File: config.mk
export PLATFORM = sky130hd
export DESIGN_NAME = subleq_loader_flat
export DESIGN_NICKNAME = d
export VERILOG_FILES = /design/src/rtl/subleq_loader_if.sv /design/src/rtl/subleq_loader.sv /design/src/flat_wrapper.sv
export SDC_FILE = /design/constraint.sdc
export NUM_CORES = 1
export LEC_CHECK = 0
export ABC_AREA = 1
export CAP_MARGIN = 10
export CORE_UTILIZATION = 59
export CTS_CLUSTER_SIZE = 30
export DETAILED_ROUTE_END_ITERATION = 10
export GPL_ROUTABILITY_DRIVEN = 0
export PLACE_DENSITY = 0.9
export SLEW_MARGIN = 20
export SYNTH_ARGS = -nofsm -noshare
export SYNTH_HDL_FRONTEND = slang
export SYNTH_SLANG_ARGS = --single-unit
File: constraint.sdc
create_clock -name clk -period 3.3 [get_ports clk]
set_input_delay 0.495 -clock clk [delete_from_list [all_inputs] [get_ports clk]]
set_output_delay 0.495 -clock clk [all_outputs]
set_load 0.01 [all_outputs]
File: src/rtl/subleq_loader_if.sv
// subleq_loader_if: byte-stream, memory-write and status signals between a host and the program loader.
// Ports: start/in_valid/in_data driven by the host; in_ready, mem_we/mem_addr/mem_wdata,
// cpu_run, done and error driven by the loader.
interface subleq_loader_if #(parameter int WORD_SIZE = 16);
    logic                 start;
    logic                 in_valid;
    logic                 in_ready;
    logic [7:0]           in_data;
    logic                 mem_we;
    logic [WORD_SIZE-1:0] mem_addr;
    logic [WORD_SIZE-1:0] mem_wdata;
    logic                 cpu_run;
    logic                 done;
    logic                 error;
    modport master(output start, in_valid, in_data,
                   input in_ready, mem_we, mem_addr, mem_wdata, cpu_run, done, error);
    modport slave(input start, in_valid, in_data,
                  output in_ready, mem_we, mem_addr, mem_wdata, cpu_run, done, error);
endinterface

File: src/rtl/subleq_loader.sv
// subleq_loader: assembles a big-endian length-prefixed byte stream into words and writes them from address 0.
// Ports: clk, areset_n (async active-low); bus.slave carries start, the in_valid/in_ready/in_data
// byte stream, the registered mem_we/mem_addr/mem_wdata write port, and cpu_run/done/error status.
module subleq_loader #(
    parameter int WORD_SIZE = 16,
    parameter int MEM_WORDS = 256
) (
    input logic            clk,
    input logic            areset_n,
    subleq_loader_if.slave bus
);
    typedef enum logic [2:0] {IDLE, LEN_HI, LEN_LO, DATA_HI, DATA_LO, WRITE, DONE, ERROR} state_t;
    state_t               state, state_nx;
    logic [15:0]          len;
    logic [15:0]          len_in;
    logic [7:0]           word_hi;
    logic [WORD_SIZE-1:0] cnt;
    logic                 xfer;
    assign bus.in_ready = state inside {LEN_HI, LEN_LO, DATA_HI, DATA_LO};
    assign bus.done     = state == DONE;
    assign bus.cpu_run  = state == DONE;
    assign bus.error    = state == ERROR;
    assign xfer         = bus.in_valid && bus.in_ready;
    assign len_in       = {len[15:8], bus.in_data};
    always_ff @(posedge clk or negedge areset_n) begin
        if (!areset_n) state <= IDLE;
        else            state <= state_nx;
    end
    always_comb begin
        state_nx = state;
        unique case (state)
            IDLE:    state_nx = bus.start ? LEN_HI : IDLE;
            LEN_HI:  state_nx = xfer ? LEN_LO : LEN_HI;
            // Oversize check wins over the empty-image check.
            LEN_LO:  state_nx = !xfer ? LEN_LO :
                                {1'b0, len_in} > 17'(MEM_WORDS) ? ERROR :
                                len_in == 16'd0 ? DONE : DATA_HI;
            DATA_HI: state_nx = xfer ? DATA_LO : DATA_HI;
            DATA_LO: state_nx = xfer ? WRITE : DATA_LO;
            WRITE:   state_nx = cnt + 1'b1 == WORD_SIZE'(len) ? DONE : DATA_HI;
            DONE:    state_nx = bus.start ? LEN_HI : DONE;
            ERROR:   state_nx = bus.start ? LEN_HI : ERROR;
            default: state_nx = IDLE;
        endcase
    end
    // Write port is loaded on the last byte so the strobe lands in the WRITE cycle.
    always_ff @(posedge clk or negedge areset_n) begin
        if (!areset_n) begin
            len           <= '0;
            word_hi       <= '0;
            cnt           <= '0;
            bus.mem_we    <= 1'b0;
            bus.mem_addr  <= '0;
            bus.mem_wdata <= '0;
        end else begin
            bus.mem_we <= state == DATA_LO && xfer;
            if (xfer && state == LEN_HI) len[15:8] <= bus.in_data;
            if (xfer && state == LEN_LO) begin
                len[7:0] <= bus.in_data;
                cnt      <= '0;
            end
            if (xfer && state == DATA_HI) word_hi <= bus.in_data;
            if (xfer && state == DATA_LO) begin
                bus.mem_addr  <= cnt;
                bus.mem_wdata <= WORD_SIZE'({word_hi, bus.in_data});
            end
            if (state == WRITE) cnt <= cnt + 1'b1;
        end
    end
endmodule

File: src/flat_wrapper.sv
// flat-port wrapper written by rule: the top's interface ports become plain ports
module subleq_loader_flat 
#(
    parameter int WORD_SIZE = 16,
    parameter int MEM_WORDS = 256
)
  (clk, areset_n, bus_start, bus_in_valid, bus_in_data, bus_in_ready, bus_mem_we, bus_mem_addr, bus_mem_wdata, bus_cpu_run, bus_done, bus_error);
  subleq_loader_if #(.WORD_SIZE(WORD_SIZE)) bus_i ();
  input logic clk;
  input logic areset_n;
  input wire logic [$bits(bus_i.start)-1:0] bus_start;
  input wire logic [$bits(bus_i.in_valid)-1:0] bus_in_valid;
  input wire logic [$bits(bus_i.in_data)-1:0] bus_in_data;
  output wire logic [$bits(bus_i.in_ready)-1:0] bus_in_ready;
  output wire logic [$bits(bus_i.mem_we)-1:0] bus_mem_we;
  output wire logic [$bits(bus_i.mem_addr)-1:0] bus_mem_addr;
  output wire logic [$bits(bus_i.mem_wdata)-1:0] bus_mem_wdata;
  output wire logic [$bits(bus_i.cpu_run)-1:0] bus_cpu_run;
  output wire logic [$bits(bus_i.done)-1:0] bus_done;
  output wire logic [$bits(bus_i.error)-1:0] bus_error;
  assign bus_i.start = bus_start;
  assign bus_i.in_valid = bus_in_valid;
  assign bus_i.in_data = bus_in_data;
  assign bus_in_ready = bus_i.in_ready;
  assign bus_mem_we = bus_i.mem_we;
  assign bus_mem_addr = bus_i.mem_addr;
  assign bus_mem_wdata = bus_i.mem_wdata;
  assign bus_cpu_run = bus_i.cpu_run;
  assign bus_done = bus_i.done;
  assign bus_error = bus_i.error;
  subleq_loader #(.WORD_SIZE(WORD_SIZE), .MEM_WORDS(MEM_WORDS)) u_core (.clk(clk), .areset_n(areset_n), .bus(bus_i));
endmodule
==> flow_summary_export.csv, run 1 <==
group,metric,value,unit
synthesis,ys_warn_count,0,
power,p_sw,1.55,mW
grt,grt_first_pass_wirelength,14000,µm
routing,wirelength,8630,µm
timing,fin_setup_tns,0,ns
floorplanning,pin_count,49,
synthesis,dominantRegCellSynth,"dfrtp_1",
worst_setup_path,rrSetupSlack,1.04,ns
power,power.internal,2.65,mW
routing,wire_per_inst,15.0,µm
synthesis,ys_types,33,
timing,hold_viol_final,0,
synthesis,yosys-top-cells-count,"nand2_1, dfrtp_1, inv_1",
synthesis,synth_most_common_cell,"nand2_1",
worst_setup_path,critPathMaxFanout,15,
place,hpwl,5980,µm
clocking,htree_levels,3,
timing,tightest_slew,0.926,ns
layout,antenna_cells,0,
synthesis,syn_nets,460,
timing,setup_viol,0,
routing,vias,3240,
floorplanning,core,6030,µm²
power,p_sw_share,37.0,%
routing,viasPerCell,5.63,
clocking,clkSinkCount,76,
layout,final-seq-area,1900,µm²
synthesis,ys_seq_area_share,50.6,%
clocking,ctsHoldBuffers,0,
synthesis,async_flop_share,100,%
synthesis,synthTopCellsByArea,"dfrtp_1, nand2_1, o21ai_0, inv_1, o21a_1",
floorplanning,start_util,62.4,%
worst_setup_path,worstPathArrival,2.44,ns
clocking,root_buffer,"clkbuf_8",
power,power_frac_seq,40.5,%
synthesis,ys_ff_latch,76,
routing,drtPass1Iterations,5,
flow_run,max_cap_viol_count,0,
timing,fin_crit,2.26,ns
floorplanning,die_y,81.8,µm
grt,grt_overflow_total,0,
clocking,cts_buffers,9,
timing,fmax,443,MHz
floorplanning,dieArea,6690,µm²
grt,antenna_found_initial,0,
power,p_clk_share,19.6,%
timing,skew,0.00895,ns
layout,multi_input_area,1630,µm²
clocking,clk_pin_slew,0.08,ns
synthesis,synth_top_area_share,50.6,%
layout,final_nets,509,
grt,grt_pass1_vias,2970,
layout,utilization,75.1,%
synthesis,syn_avg_cell_area,8.41,µm²
worst_setup_path,crit_path_start_kind,"register",
worst_setup_path,crit_type,"reg2reg",
grt,grt_max_degree,77,
layout,final_cells,576,
timing,rsz0062_at_grt,"no",
place,io_buffer_count,48,
timing,slew_violations,0,
floorplanning,fp.dieW,81.8,µm
synthesis,syn_area,3760,µm²
synthesis,synth_edf_count,0,
min_path,hold_class,"in2async",
layout,drive_gt1_share,9.38,%
worst_setup_path,worst_setup_path_end_kind,"register",
clocking,cts_tree,"built",
layout,fill_cells,403,
routing,drt_iter0_drc,221,
clocking,post-cts-setup-buffer-count,0,
worst_setup_path,required,3.49,ns
routing,ant_nets,0,
power,vdd_drop_max,0.000668,V
timing,hold_slack,0.275,ns
synthesis,syn_inst,447,
timing,finalCritPeriodShare,68.4,%
status,outcome,"finished clean",
power,design_power_total,4.20,mW
place,dp_cells,560,
layout,syn_to_final_growth,20.5,%
timing,relSlewSlack,38.3,%
power,pwr-share-comb,39.9,%
routing,drc,0,
grt,grt.total_usage,28.4,%
power,powerDensity,928,nW/µm²
clocking,clockBufferDepth,2,
synthesis,yosys.area.top_type,"dfrtp_1",
power,power_leakage,2.09,nW
clocking,cts_resized,0,
clocking,clk_latency,0.34,ns
floorplanning,rows,28,
## layout make-up
| type | instances | area share, % |
|---|---|---|
| Inverter | 47 | 3.90 |
| Clock inverter | 5 | 1.82 |
| Timing Repair Buffer | 50 | 10.9 |
| Clock buffer | 11 | 3.34 |
| Sequential cell | 76 | 42.0 |
| Tap cell | 75 | 2.07 |
| Multi-Input combinational cell | 312 | 36.0 |
## routing by layer
layer	GRT usage [%]	part of all wire, %
met4	11.8	2.5
met5	0	0
met1	37.3	44
met2	45.0	48
met3	7.00	5.8
## logic make-up (layout without fill, tap and decap cells)
logic type	Yosys count	after routing	share of synthesized area, %
AO/OA/AOI/OAI	73	73	12.0
XOR/XNOR	2	2	0.833
adder cells (fa/ha/maj)	1	1	0.333
buffers and inverters	59	113	6.23
flip-flops	76	76	50.6
multiplexers	9	9	2.70
AND/OR/NAND/NOR	227	227	27.3
## critical path: stages, from the launching register on
cell and delay [ns]:
dfrtp_1 0.41, inv_1 0.10, nor2_1 0.19, nand2_1 0.24
inv_1 0.43, nor2_1 0.12, inv_1 0.40, o21ai_0 0.21
## path summary, 6_finish.rpt
check | from | end | depth (start not counted)
setup / recovery | u_core.state[0]$_DFF_PN0_ | u_core.cnt[10]$_DFFE_PN0P_ | 7
hold / removal | areset_n | u_core.bus.mem_addr[5]$_DFFE_PN0P_ | 1
setup reg to reg | u_core.state[0]$_DFF_PN0_ | u_core.cnt[10]$_DFFE_PN0P_ | 7
hold reg to reg | u_core.bus.mem_addr[6]$_DFFE_PN0P_ | u_core.bus.mem_addr[6]$_DFFE_PN0P_ | 1
max in group asynchronous | areset_n | u_core.state[1]$_DFF_PN0_ | 1
min in group clk | u_core.bus.mem_addr[6]$_DFFE_PN0P_ | u_core.bus.mem_addr[6]$_DFFE_PN0P_ | 1
## stage by stage
stage / cell area, µm² / setup WS, ns
5_1_grt: 4530 / 0.867
3_5_place_dp: 4290 / 1.00
3_3_place_gp: 4290 / 1.08
6_report: 4530 / 1.04
4_1_cts: 4530 / 1.09
2_1_floorplan: 3760 / 1.58
## registers in the layout, summed over array words and instances, names as in the netlist
signal                count
u_core.word_hi            8
u_core.len               16
u_core.cnt               16
u_core.bus.mem_we         1
u_core.bus.mem_addr      16
u_core.bus.mem_wdata     16
u_core.state              3
## cells in the final DEF (no fill, tap or decap), types with 3 or more instances in the layout
cell type / n
nand4_1: 11
mux2_2: 9
buf_4: 3
clkbuf_8: 11
nand3_1: 32
inv_1: 46
nor2_1: 25
o21ai_0: 38
clkdlybuf4s50_1: 47
nand2_1: 134
dfrtp_1: 76
nand2_2: 6
o22ai_1: 4
nand3b_1: 7
o21a_1: 23
## power groups by stage
stage	registers [mW]	clock network [mW]	logic, mW
after floorplan	1.70	0	0.959
after global placement	1.68	0	1.61
after CTS	1.69	0.830	1.68
after detailed placement	1.70	0	1.67
after global routing	1.75	0.866	1.86
final	1.70	0.823	1.68
Power figures use the tool's default switching activity.
==> run 2, diff against run 1 <==
Settings changed: CORE_UTILIZATION 59 to 55, PLACE_DENSITY 0.9 to 0.85.
Clock period 3.3 ns to 2.3 ns, I/O delays scaled along.
==> flow_summary_export.csv, run 2 (same netlist as run 1, synthesis figures left out) <==
group,metric,value,unit
status,outcome,"complete, but fails checks",
status,violations,"negative hold slack",
power,powerDensity,1330,nW/µm²
worst_setup_path,worst-path-stages,5,
clocking,cts_buffers,9,
layout,syn_to_final_growth,23.3,%
grt,grt_first_pass_wirelength,14800,µm
worst_setup_path,rrSetupSlack,0.35,ns
clocking,cts_tree,"built",
worst_setup_path,r2r-end,"u_core.state[0]$_DFF_PN0_",
floorplanning,fp.dieW,84.7,µm
power,vdd_drop_max,0.000765,V
worst_setup_path,crit_type,"reg2out",
timing,fin_setup_tns,0,ns
floorplanning,start_util,58.2,%
worst_setup_path,critical_path.startpoint,"u_core.state[0]$_DFF_PN0_",
timing,hold_slack,-0.0110,ns
layout,final_cell_area,4630,µm²
routing,drtPass1Iterations,7,
layout,antenna_cells,0,
grt,grt_overflow_total,0,
worst_setup_path,slowest_stage,"clkdlybuf4s50_1",
worst_setup_path,worst_setup_path_end_kind,"output pin",
routing,vias,3301,
min_path,hold_class,"in2async",
floorplanning,rows,29,
clocking,root_buffer,"clkbuf_8",
worst_setup_path,ff2ff_path_depth,12,
power,power_leakage,2.14,nW
timing,fin_crit,2.12,ns
grt,antenna_found_initial,0,
layout,drive_gt1_share,10.4,%
clocking,clk_pin_slew,0.08,ns
worst_setup_path,crit_end,"bus_in_ready",
timing,skew,0.00728,ns
timing,tightest_slew,0.535,ns
floorplanning,die_y,84.7,µm
worst_setup_path,required,1.96,ns
layout,layout_common_cells,"nand2_1, dfrtp_1, clkdlybuf4s50_1, inv_1, o21ai_0",
timing,finalCritPeriodShare,92.4,%
timing,relSlewSlack,64.2,%
timing,setup_viol,0,
routing,drc,0,
grt,grt_max_degree,77,
timing,rsz0062_at_grt,"no",
place,place_area,4400,µm²
grt,grt_pass1_vias,3133,
timing,fmax,471,MHz
routing,wirelength,8970,µm
layout,final_nets,518,
floorplanning,dieArea,7170,µm²
layout,final_common_cell,"nand2_1",
worst_setup_path,crit_chain,"inv_1 -> nor2_1 -> nand2_1 -> nand3_1 -> clkdlybuf4s50_1",
grt,grt.total_usage,26.8,%
timing,hold_viol_final,7,
timing,slew_violations,0,
flow_run,max_cap_viol_count,0,
worst_setup_path,worstPathArrival,1.78,ns
clocking,cts_resized,0,
clocking,post-cts-setup-buffer-count,0,
worst_setup_path,critPathMaxFanout,4,
routing,ant_nets,0,
clocking,ctsHoldBuffers,0,
worst_setup_path,rr_startpoint,"u_core.cnt[1]$_DFFE_PN0P_",
routing,viasPerCell,5.63,
worst_setup_path,critPathBufInv,2,
worst_setup_path,crit_path_start_kind,"register",
floorplanning,core,6460,µm²
place,io_buffer_count,48,
clocking,htree_levels,3,
clocking,clkSinkCount,76,
clocking,clockBufferDepth,2,
place,hpwl,6290,µm
worst_setup_path,crit_family,"buffers and inverters",
floorplanning,pin_count,49,
routing,drt_iter0_drc,233,
worst_setup_path,cpPeakStageDelay,0.55,ns
routing,wire_per_inst,15.3,µm
clocking,clk_latency,0.35,ns
==> run 2: cell count changes in the layout (fill, tap and decap cells not counted) <==
cell | before | now
buf_12 | 0 | 3
buf_4 | 3 | 9
bufinv_16 | 2 | 3
clkbuf_1 | 0 | 2
clkbuf_8 | 11 | 9
clkinv_2 | 1 | 0
inv_6 | 1 | 0
==> run 2: how the worst min path moves through the flow <==
stage	to	cells after the start	startpoint	slack [ns]
final	u_core.bus.mem_addr[6]$_DFFE_PN0P_	2	areset_n	-0.01
after global routing	u_core.cnt[2]$_DFFE_PN0P_	2	areset_n	0.04
after detailed placement	u_core.bus.mem_addr[6]$_DFFE_PN0P_	2	areset_n	0.39
after floorplan	u_core.bus.mem_addr[0]$_DFFE_PN0P_	0	areset_n	0.05
after global placement	u_core.bus.mem_addr[5]$_DFFE_PN0P_	2	areset_n	0.39
after CTS	u_core.bus.mem_addr[6]$_DFFE_PN0P_	2	areset_n	0.03
==> run 2: cell type report <==
type | count | area [µm²]
Sequential cell | 76 | 1900
Multi-Input combinational cell | 312 | 1630
Clock inverter | 4 | 98.8
Inverter | 47 | 176
Clock buffer | 11 | 131
Tap cell | 77 | 96.3
Fill cell | 472 | 1830
Timing Repair Buffer | 59 | 598
==> run 2: per-stage QoR <==
| step | std cells | util [%] | power [mW] | hold WS, ns | setup slack, ns |
|---|---|---|---|---|---|
| final | 586 | 71.7 | 6.15 | -0.0110 | 0.176 |
| after global routing | 586 | 71.7 | 6.56 | 0.0413 | 0.0510 |
| after CTS | 586 | 71.7 | 6.16 | 0.0286 | 0.179 |
| after detailed placement | 571 | 68.2 | 4.94 | 0.394 | 0.360 |
| after global placement | 571 | 68.2 | 4.81 | 0.391 | 0.404 |
| after floorplan | 447 | - | 3.82 | 0.0494 | 0.580 |
==> run 2: report_power, final <==
| part | switching, mW | leakage, nW | internal (mW) |
|---|---|---|---|
| sequential | 0.481 | 0.947 | 1.93 |
| clock | 0.485 | 0.114 | 0.718 |
| combinational | 1.28 | 1.08 | 1.25 |
==> run 2: per-layer routing <==
metal	routed length [µm]	global-route usage [%]
met2	4520	45.5
met4	140	9.40
met3	494	4.72
met1	3810	34.7
met5	0	0
==> run 3, diff against run 2 <==
Settings changed: RECOVER_POWER set to 100.
==> flow_summary_export.csv, run 3 (same netlist as run 1, synthesis figures left out) <==
group,metric,value,unit
clocking,clkSinkCount,76,
layout,drive_gt1_share,9.82,%
place,io_buffer_count,48,
flow_run,max_cap_viol_count,1,
status,outcome,"complete, but fails checks",
clocking,ctsHoldBuffers,0,
worst_setup_path,worst_setup_path_end_kind,"output pin",
clocking,post-cts-setup-buffer-count,0,
grt,grt_pass1_vias,3133,
timing,relSlewSlack,-24.4,%
clocking,cts_tree,"built",
timing,skew,0.00950,ns
grt,grt_max_degree,77,
clocking,clk_latency,0.35,ns
grt,grt_first_pass_wirelength,14800,µm
routing,ant_nets,0,
timing,fin_setup_tns,0,ns
routing,route.met3.wl,574,µm
place,dp_cells,571,
routing,topRoutingLayerUsed,"met4",
timing,fin_crit,2.12,ns
floorplanning,rows,29,
worst_setup_path,worstPathArrival,1.78,ns
grt,antenna_found_initial,0,
routing,wire_per_inst,15.3,µm
floorplanning,core,6460,µm²
layout,final_cell_area,4570,µm²
routing,drtPass1Iterations,7,
worst_setup_path,rrSetupSlack,0.24,ns
power,powerDensity,1310,nW/µm²
clocking,cts_buffers,9,
clocking,clk_pin_slew,0.08,ns
routing,wirelength,8970,µm
place,hpwl,6290,µm
min_path,holdPathStages,1,
floorplanning,fp.dieW,84.7,µm
worst_setup_path,required,1.96,ns
layout,syn_to_final_growth,21.7,%
power,power_leakage,2.14,nW
layout,layout_common_cells,"nand2_1, dfrtp_1, inv_1, o21ai_0, dlygate4sd3_1",
floorplanning,start_util,58.2,%
clocking,htree_levels,3,
floorplanning,pin_count,49,
routing,wl_met1,3730,µm
floorplanning,dieArea,7170,µm²
status,violations,"max-capacitance violations, max-slew violations",
worst_setup_path,crit_path_start_kind,"register",
layout,fill_cells,484,
power,vdd_drop_max,0.000753,V
timing,slew_violations,77,
layout,antenna_cells,0,
timing,setup_viol,0,
routing,viasPerCell,5.69,
clocking,root_buffer,"clkbuf_8",
place,place_area,4400,µm²
routing,vias,3337,
floorplanning,die_y,84.7,µm
routing,drc,0,
timing,rsz0062_at_grt,"no",
min_path,hold_class,"reg2reg",
grt,grt_overflow_total,0,
power,design_power_total,5.98,mW
timing,fmax,472,MHz
clocking,clockBufferDepth,2,
routing,drt_iter0_drc,254,
worst_setup_path,crit_type,"reg2out",
routing,wl_met2,4540,µm
timing,hold_slack,0.485,ns
timing,tightest_slew,1.87,ns
worst_setup_path,critPathMaxFanout,4,
clocking,cts_resized,0,
layout,final_cells,586,
layout,final_common_cell,"nand2_1",
timing,hold_viol_final,0,
layout,final_nets,518,
grt,grt.total_usage,26.8,%
timing,finalCritPeriodShare,92.2,%
worst_setup_path,ff2ff_path_depth,12,
run 3: cell count changes in the layout (fill, tap and decap cells not counted), moves of 2 or more:
cell	before	now
clkbuf_2	0	2
dlygate4sd3_1	0	36
buf_12	3	0
buf_4	9	6
clkdlybuf4s50_1	47	11
clkbuf_1	2	5
run 3: worst max-delay path: stages, from the launching register on:
cell	delay, ns
dfrtp_1	0.42
inv_1	0.11
nor2_1	0.18
nand2_1	0.09
nand3_1	0.08
clkdlybuf4s50_1	0.55
run 3: final cells by class:
cell class | count | area, µm² | area share [%]
timing repair buffer | 59 | 544 | 11.9
inverter | 47 | 176 | 3.86
clock inverter | 4 | 98.8 | 2.16
multi-input combinational | 312 | 1620 | 35.5
clock buffer | 11 | 131 | 2.87
sequential | 76 | 1900 | 41.6
tap | 77 | 96.3 | 2.11
run 3: final timing paths:
check,startpoint,end
worst max-delay path,u_core.state[0]$_DFF_PN0_,bus_in_ready
worst min-delay path,u_core.bus.mem_addr[5]$_DFFE_PN0P_,u_core.bus.mem_addr[5]$_DFFE_PN0P_
worst max register to register,u_core.cnt[1]$_DFFE_PN0P_,u_core.state[0]$_DFF_PN0_
worst min register to register,u_core.bus.mem_addr[5]$_DFFE_PN0P_,u_core.bus.mem_addr[5]$_DFFE_PN0P_
max in group asynchronous,areset_n,u_core.word_hi[3]$_DFFE_PN0P_
min in group asynchronous,areset_n,u_core.bus.mem_addr[6]$_DFFE_PN0P_
run 3: through the flow:
stage / setup slack, ns / utilization, %
6_report: 0.180 / 70.8
5_1_grt: 0.0436 / 70.8
4_1_cts: 0.179 / 71.7
3_5_place_dp: 0.360 / 68.2
3_3_place_gp: 0.404 / 68.2
2_1_floorplan: 0.580 / -
run 3: power breakdown:
group	switching [mW]	internal [mW]
registers	0.469	1.93
logic	1.27	1.11
clock network	0.482	0.718
total	2.22	3.76
run 3: routing by layer:
metal	GRT usage [%]	vias to the layer above
met5	0	-
met4	9.40	0
met3	4.72	14
met2	45.5	129
met1	34.7	1605
li1	-	1589
